**src/rtl/cache_pkg.sv**
```systemverilog
// Shared cache definitions: address field boundaries, set count,
// reference-driver state encoding and cache_state encodings.
package cache_pkg;

  localparam int unsigned ADDR_W     = 32;
  localparam int unsigned OFFSET_MSB = 2;
  localparam int unsigned OFFSET_LSB = 0;
  localparam int unsigned INDEX_MSB  = 6;
  localparam int unsigned INDEX_LSB  = 3;
  localparam int unsigned TAG_MSB    = 31;
  localparam int unsigned TAG_LSB    = 7;
  localparam int unsigned INDEX_W    = INDEX_MSB - INDEX_LSB + 1;
  localparam int unsigned NUM_SETS   = 16;

  typedef enum logic [1:0] {
    ST_IDLE   = 2'd0,
    ST_LOOKUP = 2'd1,
    ST_ALLOC  = 2'd2
  } drv_state_e;

  typedef enum logic {
    CS_LOOKUP = 1'b0,
    CS_ALLOC  = 1'b1
  } cache_state_e;

  function automatic logic [INDEX_W-1:0] addr_index(input logic [ADDR_W-1:0] addr);
    return addr[INDEX_MSB:INDEX_LSB];
  endfunction

endpackage

```
**src/rtl/sat_counter.sv**
```systemverilog
// Saturating up-counter with synchronous clear; clear takes priority over increment.
module sat_counter #(
  parameter int unsigned WIDTH = 32
) (
  input  logic             clk_i,
  input  logic             rst_ni,
  input  logic             inc_i,
  input  logic             clr_i,
  output logic [WIDTH-1:0] count_o
);

  logic [WIDTH-1:0] count_q, count_d;

  always_comb begin
    count_d = count_q;
    if (clr_i) begin
      count_d = '0;
    end else if (inc_i && (count_q != '1)) begin
      count_d = count_q + 1'b1;
    end
  end

  always_ff @(posedge clk_i or negedge rst_ni) begin
    if (!rst_ni) begin
      count_q <= '0;
    end else begin
      count_q <= count_d;
    end
  end

  assign count_o = count_q;

endmodule

```
**src/rtl/ref_driver.sv**
```systemverilog
// Memory-reference driver: feeds one reference at a time to the cache and
// reports hit/miss. Define REF_DRIVER_ALLOC_EN to route misses through ALLOC.
module ref_driver
  import cache_pkg::*;
#(
  parameter int unsigned COUNT_W = 32
) (
  input  logic               clk,
  input  logic               rst_n,
  input  logic               ref_valid,
  input  logic [31:0]        ref_addr,
  output logic               ref_ready,
  input  logic               clr_stats,
  output logic [31:0]        cache_addr,
  output logic               cache_state,
  input  logic               cache_hit,
  output logic               res_valid,
  output logic               res_hit,
  output logic [3:0]         res_index,
  output logic [COUNT_W-1:0] hit_count,
  output logic [COUNT_W-1:0] miss_count
);

  drv_state_e         state_q, state_d;
  logic [31:0]        addr_q, addr_d;
  logic               res_valid_q, res_valid_d;
  logic               res_hit_q, res_hit_d;
  logic [INDEX_W-1:0] res_index_q, res_index_d;
  logic               hit_inc, miss_inc;

  always_comb begin
    state_d     = state_q;
    addr_d      = addr_q;
    res_valid_d = 1'b0;
    res_hit_d   = res_hit_q;
    res_index_d = res_index_q;
    hit_inc     = 1'b0;
    miss_inc    = 1'b0;
    case (state_q)
      ST_IDLE: begin
        if (ref_valid) begin
          addr_d  = ref_addr;
          state_d = ST_LOOKUP;
        end
      end
      ST_LOOKUP: begin
        // Result and statistics are registered here so they appear together
        // in the cycle after the lookup.
        res_valid_d = 1'b1;
        res_hit_d   = cache_hit;
        res_index_d = addr_index(addr_q);
        hit_inc     = cache_hit;
        miss_inc    = !cache_hit;
`ifdef REF_DRIVER_ALLOC_EN
        state_d     = cache_hit ? ST_IDLE : ST_ALLOC;
`else
        state_d     = ST_IDLE;
`endif
      end
      ST_ALLOC: state_d = ST_IDLE;
      default:  state_d = ST_IDLE;
    endcase
  end

  always_ff @(posedge clk or negedge rst_n) begin
    if (!rst_n) begin
      state_q     <= ST_IDLE;
      addr_q      <= '0;
      res_valid_q <= 1'b0;
      res_hit_q   <= 1'b0;
      res_index_q <= '0;
    end else begin
      state_q     <= state_d;
      addr_q      <= addr_d;
      res_valid_q <= res_valid_d;
      res_hit_q   <= res_hit_d;
      res_index_q <= res_index_d;
    end
  end

  assign ref_ready  = (state_q == ST_IDLE);
  assign cache_addr = addr_q;
  assign res_valid  = res_valid_q;
  assign res_hit    = res_hit_q;
  assign res_index  = res_index_q;

`ifdef REF_DRIVER_ALLOC_EN
  assign cache_state = (state_q == ST_ALLOC) ? CS_ALLOC : CS_LOOKUP;
`else
  assign cache_state = CS_LOOKUP;
`endif

  sat_counter #(.WIDTH(COUNT_W)) u_hit_cnt (
    .clk_i   (clk),
    .rst_ni  (rst_n),
    .inc_i   (hit_inc),
    .clr_i   (clr_stats),
    .count_o (hit_count)
  );

  sat_counter #(.WIDTH(COUNT_W)) u_miss_cnt (
    .clk_i   (clk),
    .rst_ni  (rst_n),
    .inc_i   (miss_inc),
    .clr_i   (clr_stats),
    .count_o (miss_count)
  );

endmodule

```
**config.mk**
```make
export PLATFORM = sky130hd
export DESIGN_NAME = ref_driver
export DESIGN_NICKNAME = d
export VERILOG_FILES = /design/src/rtl/cache_pkg.sv /design/src/rtl/sat_counter.sv /design/src/rtl/ref_driver.sv
export SDC_FILE = /design/constraint.sdc
export NUM_CORES = 1
export LEC_CHECK = 0
export CORE_UTILIZATION = 30
export DETAILED_ROUTE_END_ITERATION = 12
export PLACE_DENSITY = 0.66
export SETUP_SLACK_MARGIN = 0.02
export SYNTH_ARGS = -nofsm -noshare
export SYNTH_HDL_FRONTEND = slang
export SYNTH_SLANG_ARGS = --single-unit
```
**constraint.sdc**
```tcl
create_clock -name clk -period 2.3 [get_ports clk]
set_input_delay 0.46 -clock clk [delete_from_list [all_inputs] [get_ports clk]]
set_output_delay 0.46 -clock clk [all_outputs]
set_load 0.02 [all_outputs]
```
**After elaboration in Yosys (flattened, before gate mapping)**

Index checks and enable logic that the tools add are counted.

- $add $sub $neg: 2
- Eq/ne operators: 4
- Mux-type cells: 9
- Reductions and logical operators: 7

Operator list:

| operator | count |
|---|---|
| $mux 32 | 4 |
| $add 32x1->32 const B | 2 |
| $ne 32x32->1 const B | 2 |
| $mux 2 | 2 |
| $reduce_bool 2->1 | 2 |
| $mux 1 | 3 |
| $eq 2x1->1 const B | 1 |
| $logic_and 1x1->1 | 2 |
| $logic_not 2->1 | 1 |
| $ne 2x2->1 const B | 1 |
| $reduce_and 2->1 | 1 |
| $logic_not 1->1 | 1 |

- Flip-flop bits (word level): 104
- Input port bits: 37
- Output and inout port bits: 104
- Logic and storage cells: 29

**Longest topological paths before layout**

Gate-level depths: netlist of run 1.

- Depth in word-level cells: 5
- Depth in mapped cells: 9
- Mapped depth without buffers: 6

**Cells and area by module**

From an unflattened synthesis of run 1, not the netlist that was laid out.

- Cell total of the unflattened synthesis: 479
- Area, all modules: 5285.1 µm²

By module, submodules not included:

| module | instances | cells an instance | area each (µm²) |
|---|---|---|---|
| sat_counter (u_miss_cnt) | 1 | 198 | 1854.3 |
| sat_counter (u_hit_cnt) | 1 | 194 | 1810.5 |
| ref_driver | 1 | 87 | 1620.3 |

**Worst setup path after synthesis of run 1**

Ideal clock, no wire load.

- Kind: register -> register
- Start point: register u_miss_cnt.count_q[0] (netlist: u_miss_cnt.count_o[0])
- End point: register u_miss_cnt.count_q[30] (netlist: u_miss_cnt.count_o[30])
- Setup time: 0.078 ns
- Arrival: 2.402 ns
- Required time: 2.222 ns
- Setup slack: -0.180 ns
- Stages on the path, launching flop included: 9
- Path buffers: 2
- Path through: dfrtp_1 ha_1 nand3_1 or4_1 clkbuf_2 a211o_1 buf_6 or4_1 a21oi_1

- Longest elaborated chain between the ends: 3

Ends and longest elaborated chain:

| item | line | RTL |
|---|---|---|
| from (decl) | sat_counter.sv:12 | `logic [WIDTH-1:0] count_q, count_d;` |
| from (signal assigned) | sat_counter.sv:27 | `count_q <= count_d;` |
| $add 32x1->32 or $ne 32x32->1 (tied branches) | sat_counter.sv:19, sat_counter.sv:18 |  |
| $mux 32 or $logic_and 1x1->1 (tied branches) | sat_counter.sv:18 | `end else if (inc_i && (count_q != '1)) begin` |
| $mux 32 or $reduce_bool 2->1 (tied branches) | - |  |

Several ways; a longest one is shown, not always the timed one. The select of a mux whose other input is x is not followed.
A chain may end at the register's enable or synchronous reset.

**Worst setup path after layout of run 1**

- Start point: register u_miss_cnt.count_q[1] (netlist: u_miss_cnt.count_o[1])
- End point: register u_miss_cnt.count_q[1] (netlist: u_miss_cnt.count_o[1])

The elaborated chain is that of the path after synthesis.

==> results of run 1 <==
==> metal layers <==
layer  GRT usage, %  share of wire [%]  vias up
li1               -                  -     2100
met3           4.43                5.5       10
met1           20.5                 43     2181
met4           4.72               0.98        0
met5              0                  0        -
met2           27.3                 50      117
==> synth_stat cells <==
cell type | instances | area, µm²
sky130_fd_sc_hd__and4_1 | 7 | 61.3
sky130_fd_sc_hd__conb_1 | 1 | 3.75
sky130_fd_sc_hd__nand4_1 | 21 | 131
sky130_fd_sc_hd__a21o_1 | 1 | 7.51
sky130_fd_sc_hd__mux2_2 | 43 | 484
sky130_fd_sc_hd__o31ai_1 | 13 | 97.6
sky130_fd_sc_hd__o311ai_0 | 1 | 8.76
sky130_fd_sc_hd__o31a_1 | 1 | 8.76
sky130_fd_sc_hd__inv_1 | 8 | 30.0
sky130_fd_sc_hd__or3_1 | 33 | 206
sky130_fd_sc_hd__nor2b_1 | 8 | 50.1
sky130_fd_sc_hd__o21ai_0 | 32 | 160
sky130_fd_sc_hd__nand4b_1 | 1 | 8.76
sky130_fd_sc_hd__dfrtp_1 | 103 | 2580
sky130_fd_sc_hd__o311ai_1 | 2 | 17.5
sky130_fd_sc_hd__a21oi_1 | 46 | 230
sky130_fd_sc_hd__nor4_1 | 9 | 56.3
sky130_fd_sc_hd__nor2_1 | 25 | 93.8
sky130_fd_sc_hd__and3_1 | 3 | 18.8
sky130_fd_sc_hd__xor2_1 | 3 | 26.3
sky130_fd_sc_hd__buf_4 | 1 | 7.51
sky130_fd_sc_hd__or4_1 | 15 | 113
sky130_fd_sc_hd__a211o_1 | 1 | 8.76
sky130_fd_sc_hd__nand2_1 | 24 | 90.1
sky130_fd_sc_hd__clkbuf_1 | 17 | 63.8
sky130_fd_sc_hd__buf_6 | 1 | 11.3
sky130_fd_sc_hd__nand3_1 | 21 | 105
sky130_fd_sc_hd__ha_1 | 2 | 25.0
sky130_fd_sc_hd__clkbuf_2 | 1 | 5.00
sky130_fd_sc_hd__nor4b_1 | 1 | 8.76
sky130_fd_sc_hd__nor3_1 | 5 | 25.0
sky130_fd_sc_hd__nand4_4 | 1 | 21.3
sky130_fd_sc_hd__buf_2 | 3 | 15.0
sky130_fd_sc_hd__or2_2 | 3 | 18.8
sky130_fd_sc_hd__xnor2_1 | 7 | 61.3
sky130_fd_sc_hd__o21ba_2 | 1 | 10.0
sky130_fd_sc_hd__a31o_2 | 1 | 8.76
sky130_fd_sc_hd__mux2i_1 | 1 | 10.0
sky130_fd_sc_hd__nand2b_1 | 2 | 12.5
==> logic make-up (layout without fill, tap and decap cells) <==
group	after synthesis	after routing	share of synthesized area, %
simple gates	179	179	20.8
other cells	1	1	0.0765
fa+ha+maj	2	2	0.511
buf+inv	31	210	2.71
mux	44	44	10.1
flops	103	103	52.6
compound gates	99	99	11.4
xor+xnor	10	10	1.79
==> layout make-up <==
| type | count | area share, % |
|---|---|---|
| clock buffers | 10 | 3.30 |
| clock inverters | 6 | 0.951 |
| inverters | 8 | 0.415 |
| multi-input cells | 335 | 31.1 |
| flip-flops and latches | 103 | 35.8 |
| well taps | 216 | 3.73 |
| repair buffers | 186 | 24.7 |
==> power by group <==
group	total, mW	internal (mW)	switching (mW)
registers	1.98	1.92	0.0609
logic	0.693	0.357	0.336
clock network	1.59	0.880	0.707
==> what timing repair did <==
item,in CTS,in global routing
gates resized for setup,0,4
setup endpoints to repair,0,16
buffers inserted,0,3
hold buffers,0,0
==> through the flow <==
stage                     instances  hold slack [ps]
after floorplan                 469              164
after global placement          845              489
after detailed placement        845              496
after CTS                       861              136
after global routing            864              147
final                           864              113
==> worst max-delay path, delay by kind of cell (launching register included) <==
family                   cells  cell delay, ps
flip-flops                   1             420
AND/OR/NAND/NOR              3             580
multiplexers                 1             190
buffers and inverters        2             400
adder cells (fa/ha/maj)      1             170
AO/OA/AOI/OAI                1             280
==> layout by cell type (no fill, tap or decap), drive strengths merged, types with 9 or more instances in the layout <==
master	instances
nand2	24
nor2	25
buf	49
o21ai	32
or4	15
or3	33
o31ai	13
nor4	9
inv	9
clkbuf	10
mux2	43
nand4	22
nand3	21
clkdlybuf4s50	137
a21oi	46
dfrtp	103
==> sequential cells by signal, indices dropped and copies added (netlist names) <==
signal	count
cache_addr	32
res_hit	1
res_index	4
res_valid	1
state_q	1
u_hit_cnt.count_o	32
u_miss_cnt.count_o	32
==> how the worst max path moves through the flow <==
stage	slack [ps]	endpoint	from
2_1_floorplan	10	u_miss_cnt.count_o[30]	u_miss_cnt.count_o[0]
3_3_place_gp	-10	u_hit_cnt.count_o[15]	cache_hit
3_5_place_dp	-30	u_hit_cnt.count_o[3]	cache_hit
4_1_cts	100	u_miss_cnt.count_o[30]	u_miss_cnt.count_o[9]
5_1_grt	10	u_miss_cnt.count_o[1]	u_miss_cnt.count_o[10]
6_report	140	u_miss_cnt.count_o[1]	u_miss_cnt.count_o[1]
==> impl_results.md, run 1 <==
- Period Utilization, post-route: 93.9%
- Worst Setup Start Kind: flop
- Status: finished, final reports clean
- Synth Cell Area: 0.00490 mm²
- Antenna viol nets, final: 0
- Flip-flop and latch count after synthesis: approximately 100
- Area inside the core boundary: 0.0159 mm²
- Share of the core filled with cells in the final layout: 45.4%
- Setup TNS Final: 0 ps
- Sequence of cells on the critical path: ha_4 > nand3_4 > or4_1 > buf_4 > o31ai_2 > buf_12 > mux2i_1 > nor2_1
- Ant diodes: 0
- PD cells: 589 mW/mm²
- Clock tree sinks: ~100
- Via count: 4408
- Number of cell rows: 46
- Worst path setup slack after routing: 141 ps
- IR drop worst, VDD: 0.442 mV
- Maximum fanout along the worst path: 30
- Clock root buffer: sky130_fd_sc_hd__clkbuf_16
- Number of vias per cell after detailed routing: 5.10
- Effective utilization at floorplan: between 30 and 40%
- CTS clk-pin slew, worst paths: 70 ps
- Crit Path Category: flop to flop
- Lkg Pwr: 2.74 nW
- Clock latency on the worst-skew pair: approximately 350 ps
- Path class of the lowest-slack min-delay path: input port to async pin
- Post-detailed-route wirelength per cell: 15.3 µm
- Number of inserted filler cells in the final layout: 1529
- Share of layout cells above drive strength 1: 20.7%
- Critical-path top delay cell: sky130_fd_sc_hd__or4_1
- Total non-filler cell area in the finished layout: 0.00724 mm²
- Clock tree from TritonCTS: built
- Seq/Total Area, Yosys: 52.6%
- Number of setup violations in the final report: 0
- Rel. slew slack: between 50% and 60%
- Min cycle time layout: approximately 2200 ps
- Reg2Reg Setup Slack: 140 ps
- Final Hold Violating Endpoints: 0
- Unrepaired setup endpoints after global routing: true
- Die width: between 100 and 150 µm
- Max Clk Rate: 0.463 GHz
- Final Max Slew Viols: 0
- Via count of the first global-routing pass: 4266
- Die area: roughly 0.017 mm²
- Area of the multi-input gates: about 0.0023 mm²
- Number of input and output port buffers inserted: 139
- WP data arrival: 2390 ps
- Number of buffers created by CTS: 9
- CTS Buffer Depth: 2
- Post-DP HPWL: 9390 µm
- Iteration-0 DRC count of the detailed router: 243
- Combined global-route utilization of all metal layers: 16.3%
- GRT overflow: 0
- FF-to-FF path depth: 8
- Maximum level of the CTS H-tree: 3
- Final routed wirelength across all metal layers: ~13000 µm
- Detailed-route DRC error count: 0
- Final estimated routing congestion in global placement: 0.815
- Number of antenna violations at the first check in global routing: 0
- Total iterations of the first detailed-routing run: 4
- Launch instance of the worst register-to-register path: u_miss_cnt.count_o[1]
- Total power draw: 4.26 mW
- Crit end category: flop
- Cells after synthesis: 469
- Number of different library cells in the post-synthesis netlist: 39
- Y dimension of the die: about 130 µm
- Post-Place Cell Area: 0.00688 mm²
- First-pass GRT wire length: 21600 µm
- Pin count of the biggest net entering global routing: 66
- Maximum capacitance violations: 0
- Count of boundary I/O pins: 141
- Synth-to-Final Area Change: 47.7%
- Synth Warn #: 0
- Total nets after synthesis: 508
- Final Skew: 6.02 ps
- Nets: 682
- Terminus of the critical flop-to-flop path: u_miss_cnt.count_o[1]
- Maximum cell stage delay along the critical path: 460 ps
- Pin slew with the least headroom to its limit: 610 ps
- Area taken by flip-flops and latches: 0.00259 mm²
- Setup Slack @ Placement: -30.2 ps
- Average cell area after synthesis: 10.4 µm²
- CP required: 2530 ps
Note: power is estimated with default switching activity, not from simulation.
==> run 2: changes to the inputs <==
--- a/config.mk
+++ b/config.mk
@@ -7,6 +7,7 @@
 export LEC_CHECK = 0
 export CORE_UTILIZATION = 30
 export DETAILED_ROUTE_END_ITERATION = 12
+export MAX_ROUTING_LAYER = met4
 export PLACE_DENSITY = 0.66
 export SETUP_SLACK_MARGIN = 0.02
 export SYNTH_ARGS = -nofsm -noshare
==> impl_results.md, run 2 (same netlist as run 1, synthesis figures left out) <==
- WP data arrival: 2390 ps (about the same)
- Crit end category: flop
- Final Hold Violating Endpoints: 0 (unchanged)
- Number of buffers created by CTS: 9 (unchanged)
- Count of placed standard cells including taps: 845 (unchanged)
- Unrepaired setup endpoints after global routing: true
- Share of layout cells above drive strength 1: 20.7% (unchanged)
- GRT overflow: 0 (unchanged)
- Period Utilization, post-route: 93.8% (about the same)
- Max Clk Rate: 0.464 GHz (about the same)
- Effective utilization at floorplan: 30.7% (unchanged)
- Area of the multi-input gates: 0.00225 mm² (unchanged)
- Number of inserted filler cells in the final layout: 1529 (unchanged)
- PD cells: 589 mW/mm² (+0.12%)
- Area taken by flip-flops and latches: 0.00259 mm² (unchanged)
- Via count: 4403 (-0.11%)
- Path class of the lowest-slack min-delay path: input port to async pin
- CP required: 2530 ps (about the same)
- Path length in cells of the critical path: 8 (unchanged)
- Final estimated routing congestion in global placement: 0.827 (+1.5%)
- Area inside the core boundary: 0.0159 mm² (unchanged)
- Clock tree from TritonCTS: built
- Pin count of the biggest net entering global routing: 66 (unchanged)
- Highest-count cells in the layout ignoring fill and taps: sky130_fd_sc_hd__clkdlybuf4s50_1 (137), sky130_fd_sc_hd__dfrtp_1 (92), sky130_fd_sc_hd__a21oi_1 (46)
- IR drop worst, VDD: 0.445 mV (+0.52%)
- Post-detailed-route wirelength per cell: 15.3 µm (-0.29%)
- Worst Setup Start Kind: flop
- Terminus of the critical flop-to-flop path: u_miss_cnt.count_o[1]
- Hold slack: 108 ps (-4.35 ps)
- Share of the core filled with cells in the final layout: 45.4% (unchanged)
- Startpoint of the worst setup timing path: u_miss_cnt.count_o[1]
- Sequence of cells on the critical path: ha_4 > nand3_4 > or4_1 > buf_4 > o31ai_2 > buf_12 > mux2i_1 > nor2_1
- Total iterations of the first detailed-routing run: 5 (+1)
- Final Max Slew Viols: 0 (unchanged)
- Ant diodes: 0 (unchanged)
- Number of input and output port buffers inserted: 139 (unchanged)
- CTS Buffer Depth: 2 (unchanged)
- Detailed-route DRC error count: 0 (unchanged)
- Maximum cell stage delay along the critical path: 460 ps (about the same)
- Via count of the first global-routing pass: 4265 (-0.023%)
- Number of antenna violations at the first check in global routing: 0 (unchanged)
- First-pass GRT wire length: 21600 µm (about the same)
- Rel. slew slack: 59.3% (-0.073 points)
- Clock latency on the worst-skew pair: 350 ps (about the same)
- FF-to-FF path depth: 8 (unchanged)
- Number of setup violations in the final report: 0 (unchanged)
- Final Skew: 7.68 ps (+1.67 ps)
- Capturing instance or port of the critical path: u_miss_cnt.count_o[1]
- Finished Layout Cells: 864 (unchanged)
- Count of boundary I/O pins: 141 (unchanged)
- Nets: 682 (unchanged)
- Die area: 0.0168 mm² (unchanged)
- Reg2Reg Setup Slack: 140 ps (about the same)
- Lkg Pwr: 2.74 nW (unchanged)
- Most common library cell in the layout ignoring fill and taps: sky130_fd_sc_hd__clkdlybuf4s50_1
- Total power draw: 4.27 mW (+0.12%)
- Launch instance of the worst register-to-register path: u_miss_cnt.count_o[1]
- Clock tree sinks: 103 (unchanged)
- Cell family with the largest share of critical-path delay: simple AND/OR/NAND/NOR gates
- Maximum capacitance violations: 0 (unchanged)
- Synth-to-Final Area Change: 47.7% (unchanged)
- Number of vias per cell after detailed routing: 5.10 (-0.11%)
- Combined global-route utilization of all metal layers: 16.8% (+0.50 points)
- Maximum level of the CTS H-tree: 3 (unchanged)
- Final routed wirelength across all metal layers: 13200 µm (-0.29%)
- Die width: 130 µm (unchanged)
- Setup TNS Final: 0 ps (unchanged)
- Maximum fanout along the worst path: 30 (unchanged)
- Clock root buffer: sky130_fd_sc_hd__clkbuf_16
- Min cycle time layout: 2160 ps (-1.68 ps)
- Post-DP HPWL: 9390 µm (unchanged)
- Critical-path top delay cell: sky130_fd_sc_hd__or4_1
- Number of cell rows: 46 (unchanged)
- CTS clk-pin slew, worst paths: 70 ps (about the same)
- Status: finished, final reports clean
- Pin slew with the least headroom to its limit: 611 ps (+1.10 ps)
- Iteration-0 DRC count of the detailed router: 236 (-2.9%)
- Number of buffers and inverters on the critical path: 2 (unchanged)
- Crit Path Category: flop to flop
- Antenna viol nets, final: 0 (unchanged)
- Y dimension of the die: 130 µm (unchanged)
## run 2: per-layer routing
layer  GRT usage, %  routed length, µm  share of wire [%]  vias up
met3           4.22                712                5.4       12
met1           20.7               5710                 43     2173
met2           27.1               6610                 50      120
met5              -                  0                  0        -
met4           4.72                157                1.2        0
li1               -                  -                  -     2098
## run 2: report_power, final
part | total (mW) | internal (mW) | switching, mW
clock | 1.59 | 0.880 | 0.713
combinational | 0.693 | 0.357 | 0.336
sequential | 1.98 | 1.92 | 0.0607
total | 4.27 | 3.16 | 1.11
## run 2: through the flow
step,setup WS [ps],cell area [µm²]
after floorplan,11.9,4940
after global routing,8.51,7240
after CTS,100,7190
after global placement,-11.0,6880
after detailed placement,-30.2,6880
final,143,7240
## run 2: how the worst min path moves through the flow
stage                        start  slack [ps]              endpoint  cells after the start
floorplan                    rst_n         160         cache_addr[0]                      0
global placement    cache_addr[31]         490        cache_addr[31]                      1
CTS                          rst_n         140  u_hit_cnt.count_o[8]                      2
detailed placement  cache_addr[19]         500        cache_addr[19]                      1
global route                 rst_n         140  u_hit_cnt.count_o[2]                      2
finish                       rst_n         110  u_hit_cnt.count_o[3]                      2
## run 2: layout make-up
class / instances / share of cell area [%]
clock buffers: 10 / 3.30
well taps: 216 / 3.73
multi-input cells: 335 / 31.1
clock inverters: 6 / 0.951
inverters: 8 / 0.415
repair buffers: 186 / 24.7
flip-flops and latches: 103 / 35.8
## run 2: repair_timing
item	4_1_cts	5_1_grt
setup buffers	0	3
endpoints found under the hold margin	0	0
endpoints found under the setup margin	0	16
hold buffers	0	0
gates resized for setup	0	4
